<file path="config.mk">
export PLATFORM = sky130hd
export DESIGN_NAME = cp0_unit_flat
export DESIGN_NICKNAME = d
export VERILOG_FILES = /design/src/rtl/cp0_unit_pkg.sv /design/src/rtl/cp0_unit_if.sv /design/src/rtl/cp0_unit.sv /design/src/flat_wrapper.sv
export SDC_FILE = /design/constraint.sdc
export NUM_CORES = 1
export LEC_CHECK = 0
export ABC_CLOCK_PERIOD_IN_PS = 1200
export BUFFER_PORTS_ARGS = -buffer_cell sky130_fd_sc_hd__buf_2
export CAP_MARGIN = 20
export CORE_MARGIN = 10
export CORE_UTILIZATION = 45
export DETAILED_ROUTE_END_ITERATION = 6
export PLACE_DENSITY = 0.86
export SETUP_SLACK_MARGIN = 0.02
export SYNTH_ARGS = -nofsm -noshare
export SYNTH_HDL_FRONTEND = slang
export SYNTH_SLANG_ARGS = --single-unit
</file>
<file path="constraint.sdc">
create_clock -name clk -period 1.2 [get_ports clk]
set_input_delay 0.06 -clock clk [delete_from_list [all_inputs] [get_ports clk]]
set_output_delay 0.06 -clock clk [all_outputs]
set_load 0.05 [all_outputs]
</file>
<file path="src/rtl/cp0_unit_pkg.sv">
// CP0 shared definitions: register addresses, SR/Cause field positions, exception vector.
// Latency: n/a (constants and pure functions only).
// Backpressure: n/a.
// Contents: register map addresses, SR/Cause bit positions, exception vector,
//           helpers that assemble the architectural read views of SR and Cause.
package cp0_unit_pkg;

    localparam logic [4:0] CP0_SR    = 5'd12;
    localparam logic [4:0] CP0_CAUSE = 5'd13;
    localparam logic [4:0] CP0_EPC   = 5'd14;
    localparam logic [4:0] CP0_PRID  = 5'd15;

    localparam int IM_HI   = 15;
    localparam int IM_LO   = 10;
    localparam int EXL_BIT = 1;
    localparam int IE_BIT  = 0;

    // The next-PC logic steers here on interrupt entry; kept beside CP0 so both agree.
    localparam logic [31:0] EXC_VECTOR = 32'h0000_4180;

    // SR as seen by mfc0: only IM, EXL and IE exist, everything else reads 0.
    function automatic logic [31:0] pack_sr(input logic [5:0] im, input logic exl,
                                            input logic ie);
        logic [31:0] r;
        r                = '0;
        r[IM_HI:IM_LO]   = im;
        r[EXL_BIT]       = exl;
        r[IE_BIT]        = ie;
        return r;
    endfunction

    // Cause as seen by mfc0: only the IP field exists.
    function automatic logic [31:0] pack_cause(input logic [5:0] ip);
        logic [31:0] r;
        r              = '0;
        r[IM_HI:IM_LO] = ip;
        return r;
    endfunction

endpackage

</file>
<file path="src/rtl/cp0_unit_if.sv">
// CP0 datapath/controller bundle: mfc0/mtc0 traffic, interrupt lines, EXL control, results.
// Latency: n/a (wiring only).
// Backpressure: none; every signal is a plain per-cycle level.
// Ports: A1 read addr, A2/DIn/We mtc0 write, PC resume addr, HWInt lines,
//        EXLSet/EXLClr entry/return strobes; IntReq, EPC, DOut returned by CP0.
interface cp0_unit_if;
    import cp0_unit_pkg::*;

    logic [4:0]  A1;
    logic [4:0]  A2;
    logic [31:0] DIn;
    logic        We;
    logic [31:0] PC;
    logic [5:0]  HWInt;
    logic        EXLSet;
    logic        EXLClr;
    logic        IntReq;
    logic [31:0] EPC;
    logic [31:0] DOut;

    // Datapath/controller side.
    modport master (
        output A1, A2, DIn, We, PC, HWInt, EXLSet, EXLClr,
        input  IntReq, EPC, DOut
    );

    // CP0 side.
    modport slave (
        input  A1, A2, DIn, We, PC, HWInt, EXLSet, EXLClr,
        output IntReq, EPC, DOut
    );
endinterface

</file>
<file path="src/rtl/cp0_unit.sv">
// CP0: SR/Cause/EPC/PrID registers, interrupt sampling and request, EPC capture and eret.
// Latency: register updates visible 1 cycle after the edge; DOut/IntReq/EPC are combinational from state.
// Backpressure: none; every mtc0/EXLSet/EXLClr is accepted in the cycle it is presented.
// Ports: clk, reset (async, active-high), bus (cp0_unit_if.slave) carrying
//        A1/DOut read, A2/DIn/We write, PC, HWInt, EXLSet, EXLClr, IntReq, EPC.
module cp0_unit
    import cp0_unit_pkg::*;
#(
    parameter logic [31:0] PRID = 32'h4D49_5053
) (
    input  logic         clk,
    input  logic         reset,
    cp0_unit_if.slave    bus
);

    logic [5:0]  sr_im;
    logic        sr_exl;
    logic        sr_ie;
    logic [5:0]  cause_ip;
    logic [31:2] epc_q;

    logic sr_wr;
    logic epc_wr;

    assign sr_wr  = bus.We && (bus.A2 == CP0_SR);
    assign epc_wr = bus.We && (bus.A2 == CP0_EPC);

    // SR. Interrupt entry wins outright: a coincident mtc0 to SR is discarded in
    // full so the handler starts with the mask state that was live at entry.
    // eret alongside an mtc0 keeps the written IM/IE but still forces EXL low.
    always_ff @(posedge clk or posedge reset) begin
        if (reset) begin
            sr_im  <= '0;
            sr_exl <= 1'b0;
            sr_ie  <= 1'b0;
        end else if (bus.EXLSet) begin
            sr_exl <= 1'b1;
        end else if (sr_wr) begin
            sr_im  <= bus.DIn[IM_HI:IM_LO];
            sr_ie  <= bus.DIn[IE_BIT];
            sr_exl <= bus.EXLClr ? 1'b0 : bus.DIn[EXL_BIT];
        end else if (bus.EXLClr) begin
            sr_exl <= 1'b0;
        end
    end

    // Cause.IP is a free-running one-stage sample of the lines; this register is
    // what keeps HWInt off any combinational path to IntReq.
    always_ff @(posedge clk or posedge reset) begin
        if (reset) begin
            cause_ip <= '0;
        end else begin
            cause_ip <= bus.HWInt;
        end
    end

    // EPC holds a word address; the low two bits are never stored.
    always_ff @(posedge clk or posedge reset) begin
        if (reset) begin
            epc_q <= '0;
        end else if (bus.EXLSet) begin
            epc_q <= bus.PC[31:2];
        end else if (epc_wr) begin
            epc_q <= bus.DIn[31:2];
        end
    end

    // PC[1:0] is deliberately dropped on capture.
    logic unused_pc_lsbs;
    assign unused_pc_lsbs = ^bus.PC[1:0];

    assign bus.IntReq = (|(cause_ip & sr_im)) & sr_ie & ~sr_exl;
    assign bus.EPC    = {epc_q, 2'b00};

    // Reads see current state only; a same-cycle write lands at the next edge.
    assign bus.DOut = (bus.A1 == CP0_SR)    ? pack_sr(sr_im, sr_exl, sr_ie) :
                      (bus.A1 == CP0_CAUSE) ? pack_cause(cause_ip)          :
                      (bus.A1 == CP0_EPC)   ? {epc_q, 2'b00}                :
                      (bus.A1 == CP0_PRID)  ? PRID                          :
                                              32'h0000_0000;

endmodule

</file>
<file path="src/flat_wrapper.sv">
// flat-port wrapper written by rule: the top's interface ports become plain ports
module cp0_unit_flat import cp0_unit_pkg::*;
#(
    parameter logic [31:0] PRID = 32'h4D49_5053
)
  (clk, reset, bus_A1, bus_A2, bus_DIn, bus_We, bus_PC, bus_HWInt, bus_EXLSet, bus_EXLClr, bus_IntReq, bus_EPC, bus_DOut);
  cp0_unit_if bus_i ();
  input  logic clk;
  input  logic reset;
  input wire logic [$bits(bus_i.A1)-1:0] bus_A1;
  input wire logic [$bits(bus_i.A2)-1:0] bus_A2;
  input wire logic [$bits(bus_i.DIn)-1:0] bus_DIn;
  input wire logic [$bits(bus_i.We)-1:0] bus_We;
  input wire logic [$bits(bus_i.PC)-1:0] bus_PC;
  input wire logic [$bits(bus_i.HWInt)-1:0] bus_HWInt;
  input wire logic [$bits(bus_i.EXLSet)-1:0] bus_EXLSet;
  input wire logic [$bits(bus_i.EXLClr)-1:0] bus_EXLClr;
  output wire logic [$bits(bus_i.IntReq)-1:0] bus_IntReq;
  output wire logic [$bits(bus_i.EPC)-1:0] bus_EPC;
  output wire logic [$bits(bus_i.DOut)-1:0] bus_DOut;
  assign bus_i.A1 = bus_A1;
  assign bus_i.A2 = bus_A2;
  assign bus_i.DIn = bus_DIn;
  assign bus_i.We = bus_We;
  assign bus_i.PC = bus_PC;
  assign bus_i.HWInt = bus_HWInt;
  assign bus_i.EXLSet = bus_EXLSet;
  assign bus_i.EXLClr = bus_EXLClr;
  assign bus_IntReq = bus_i.IntReq;
  assign bus_EPC = bus_i.EPC;
  assign bus_DOut = bus_i.DOut;
  cp0_unit #(.PRID(PRID)) u_core (.clk(clk), .reset(reset), .bus(bus_i));
endmodule
</file>
* Word level (Yosys, flattened, before mapping) *
Index checks and enable logic that the tools add are counted.

storage, ports and cells
  bits in registers = 44
  bits of input ports = 85
  output and inout bits = 65

operators by class
  equal/unequal tests = 6
  multiplexer cells = 10
  bitwise logic cells = 5
  reductions and logical operators = 6

operator list
  kind                count
  $mux 32             3
  $mux 30             2
  $mux 31             1
  $eq 5x4->1 const B  6
  $and 6x6->6         1
  $reduce_or 6->1     1
  $mux 1              4
  $reduce_bool 3->1   1
  $and 1x1->1         2
  $logic_and 1x1->1   2
  $not 1->1           2
  $reduce_and 2->1    1
  $reduce_bool 2->1   1

* Longest topological paths before layout *
  depth after elaboration = 5
  mapped depth = 5

* Worst setup path after synthesis *
OpenSTA, ideal clock, no wires.

  kind = register -> output
  start point = register u_core.epc_q[17] (netlist name)
  end point = output port bus_DOut[17]
  arrival time = 1.848 ns
  required time = 1.140 ns
  path slack = -0.708 ns
  stages on the path, launching flop included = 3
  buffers on the path = 0
  path through = dfrtp_1 > inv_1 > nor3_1

on the way
  longest elaborated chain between the ends = 3

RTL lines
  element                   line                source
  start: declaration        cp0_unit.sv:20      logic [31:2] epc_q;
  start signal: assignment  cp0_unit.sv:62      epc_q <= bus.PC[31:2];
  start signal: assignment  cp0_unit.sv:64      epc_q <= bus.DIn[31:2];
  $mux 32                   cp0_unit.sv:78      (bus.A1 == CP0_EPC) ? {epc_q, 2'b00} :
  $mux 32                   cp0_unit.sv:77      (bus.A1 == CP0_CAUSE) ? pack_cause(cause_ip) :
  $mux 32                   cp0_unit.sv:76      assign bus.DOut = (bus.A1 == CP0_SR) ? pack_sr(sr_im, sr_exl, sr_ie) :
  end: declaration          flat_wrapper.sv:20  output wire logic [$bits(bus_i.DOut)-1:0] bus_DOut;

Every way passes these cells.

* Worst setup path after layout *
  start point = register u_core.sr_im[4]
  end point = output port bus_DOut[14]

on the way
  longest elaborated chain between the ends = 1

RTL lines
  element                   line            source
  start: declaration        cp0_unit.sv:16  logic [5:0] sr_im;
  start signal: assignment  cp0_unit.sv:39  sr_im <= bus.DIn[IM_HI:IM_LO];
  $mux 32                   cp0_unit.sv:76

Every way passes these cells.

==> flow_summary.toml <==
[layout]
final_nets = 529
stdcell_count = 521
layout-drive-gt1-share_pct = 62.2
area_growth_pct = 64.8

[synth]
ys_seq_area_share_pct = 39.5
yosysTopAreaCell = "dfrtp_1"
ys_ff_latch = 44
syn_area_sq_um = 2790
synth_cell_types = 30
synthXorXnorAreaFrac_pct = 0
synthAdderAreaFrac_pct = 0
async_flop_share_pct = 100
synth_compound_area_share_pct = 23.7
synth.area.top_cells = "dfrtp_1 40%, o311ai_2 18%, nand4b_1 9.4%"
avgSynthCellArea_sq_um = 10.4
synth_top_area_share_pct = 39.5
synth_simple_gate_area_share_pct = 20.4
synthMuxAreaShare_pct = 6.02
syn_inst = 269
ys.flop_type = "dfrtp_1"
synth_top_family_by_area = "compound AO/OA/AOI/OAI gates"
ys_warn_count = 0
synth-edff-count = 0

[timing]
worst_pin_slew_ns = 0.545
setup_ws_ns = -0.199
finClkSkew_ns = 0
fmax_mhz = 715
hold_viol_final = 0
maxSlewViolCount = 0
finalCriticalPeriod_ns = 1.40
setup_viol = 7
fin_setup_tns_ns = -1.19
period_share_pct = 117
rsz0062_at_grt = "yes"
slew_headroom_pct = 63.6

[routing]
num_vias = 2897
drt_wl_total_mm = 10.7
drtPass1Iterations = 4
wire_per_inst_um = 20.5
drc = 0
ant_nets = 0
drtIter0Drc = 171
viasPerCell = 5.56

[clocking]
cts_root_buf = "clkbuf_8"
numClockSinks = 44
cts_max_level = 2
cts_buffers = 5
clockBufferDepth = 2
clk_pin_slew_ns = 0.09
clk-insertion-delay-late_ns = 0.29
tritoncts = "yes"

[setup_path]
crit_family = "flip-flops"
crit_start = "u_core.sr_im[4]$_DFFE_PP0P_"
cp.required_ns = 1.14
crit_arrival_ns = 1.34
r2r_end = "u_core.sr_exl$_DFFE_PP0P_"
crit_fanout = 3
regToRegSetupSlack_ns = 0.21
crit_slowest_cell = "dfrtp_1"
path_buf_inv = 1
slowest_delay_ns = 0.42
start_kind = "flip-flop"
rr_worst_depth = 3
r2r_start = "u_core.sr_exl$_DFFE_PP0P_"
cp-end-kind = "output port"
crit_chain = "mux2_4, o22ai_2, nor2_2, buf_6"
crit_type = "reg2out"

[min_path]
hold_start = "bus_PC[27]"
min_path_type = "in2reg"
min_to = "u_core.epc_q[27]$_DFFE_PP0P_"
hold_depth = 3

[power]
p_leak_nw = 2.23
power_frac_seq_pct = 39.3
peakVddDrop_mv = 0.583
switching_power_mw = 1.63
power_frac_comb_pct = 34.9
intPower_mw = 2.84
p_per_area_nw_per_um2 = 974
power.share.clock_pct = 25.8
p_sw_share_pct = 36.4

[die]
die_y_um = 98.7
ioPinCount = 150
die_w_um = 98.7
initial_core_util_pct = 46.8
dieArea_sq_um = 9740
std_cell_rows = 28
placeableCoreArea_sq_um = 5960

[run_status]
outcome = "finished, violations left"
violations = "setup timing"

[grt]
grt_use_total_pct = 20.5
grt_pass1_wl_mm = 16.3
grt_overflow = 0
grt_max_degree = 59
antenna_found_initial = 0
grt_pass1_vias = 3160

[run]
maxCapViolCount = 0

[placement]
hpwl_mm = 7.60
globalplace.congestion = 0.867
dpl.cell_count = 482
port_buffers = 145
dp_slack_ns = -0.131
-- power groups by stage --
stage               clock network [mW]  registers (mW)  logic [mW]
floorplan                            0            2.07       0.647
detailed placement                   0            1.76        1.38
global route                      1.22            1.77        1.64
CTS                               1.17            1.74        1.53
global placement                     0            1.76        1.34
finish                            1.16            1.76        1.56
-- logic make-up after synthesis --
kind of cell	Yosys count
flip-flops	44
buffers and inverters	61
AO/OA/AOI/OAI	53
other	1
multiplexers	13
AND/OR/NAND/NOR	97
-- metal layers --
metal | wire length [um] | vias up | part of all wire [%] | global-route usage [%]
li1 | - | 1327 | - | -
met1 | 3840 | 1387 | 36 | 21.9
met2 | 5530 | 147 | 52 | 35.6
met3 | 791 | 36 | 7.4 | 5.94
met4 | 538 | 0 | 5.0 | 11.0
met5 | 0 | - | 0 | 0
-- per-stage QoR --
stage / instance area [sq um] / utilization [%] / power [mW] / hold slack [ns]
after floorplan: 3040 / - / 2.72 / 0.0914
after global placement: 3900 / 65.5 / 3.10 / 0.110
after detailed placement: 3900 / 65.5 / 3.14 / 0.122
after CTS: 4480 / 75.2 / 4.44 / 0.000754
after global routing: 4590 / 77.0 / 4.63 / 0.00757
final: 4590 / 77.1 / 4.47 / 0.000759
-- worst max-delay path by stage --
stage | end | depth (start not counted)
after CTS | bus_DOut[12] | 4
after global placement | u_core.epc_q[29]$_DFFE_PP0P_ | 4
after floorplan | bus_DOut[16] | 3
after global routing | bus_DOut[14] | 4
after detailed placement | u_core.epc_q[21]$_DFFE_PP0P_ | 4
final | bus_DOut[14] | 4
-- flip-flops by register name, summed over array words and instances (netlist names) --
signal / count
u_core.sr_exl: 1
u_core.sr_im: 6
u_core.sr_ie: 1
u_core.cause_ip: 6
u_core.epc_q: 30
-- Yosys cell counts (all sizes together), types with 2 or more instances --
library cell / count
dfrtp: 44
nand2: 33
inv: 32
nand4b: 30
o311ai: 30
buf: 18
nor3: 15
clkbuf: 11
nor2: 10
a21o: 9
mux2: 9
a2bb2oi: 4
mux2i: 4
a21oi: 3
a22oi: 3
nor2b: 3
nand2b: 2
o22ai: 2
-- final cells by class --
class / instances / area [sq um]
antenna: 1 / 2.50
clock buffer: 5 / 68.8
clock inverter: 3 / 42.5
fill: 375 / 1370
inverter: 32 / 120
multi-input combinational: 165 / 1720
sequential: 44 / 1110
tap: 75 / 93.8
timing repair buffer: 196 / 1440
-- worst register-to-register path, delay by kind of cell (launching register included) --
family | cells | cell delay (ns)
simple gates | 1 | 0.09
compound gates | 2 | 0.35
flops | 1 | 0.45
-- layout by cell type (no fill, tap or decap), drive strengths merged, types with 2 or more instances in the layout --
| master | synthesis | final |
|---|---|---|
| dfrtp | 44 | 44 |
| o311ai | 30 | 30 |
| inv | 32 | 32 |
| o22ai | 2 | 2 |
| buf | 18 | 174 |
| mux2i | 4 | 4 |
| conb | 1 | 2 |
| a21oi | 3 | 3 |
| a22oi | 3 | 3 |
| mux2 | 9 | 9 |
| nor3 | 15 | 15 |
| nor2 | 10 | 10 |
| clkbuf | 11 | 5 |
| nand2 | 33 | 33 |
| nand2b | 2 | 2 |
| nand4b | 30 | 30 |
| nor2b | 3 | 3 |
| a21o | 9 | 9 |
| a2bb2oi | 4 | 4 |
| dlygate4sd3 | 0 | 22 |
-- timing repair --
item                                    in CTS  in global routing
setup buffers                                5                  2
gates resized for setup                     63                 35
hold endpoints to repair                    65                  0
pin swaps                                    8                  9
gates cloned                                 0                  1
hold buffers                                22                  0
endpoints found under the setup margin      33                 30
Note: power is estimated with default switching activity, not from simulation.
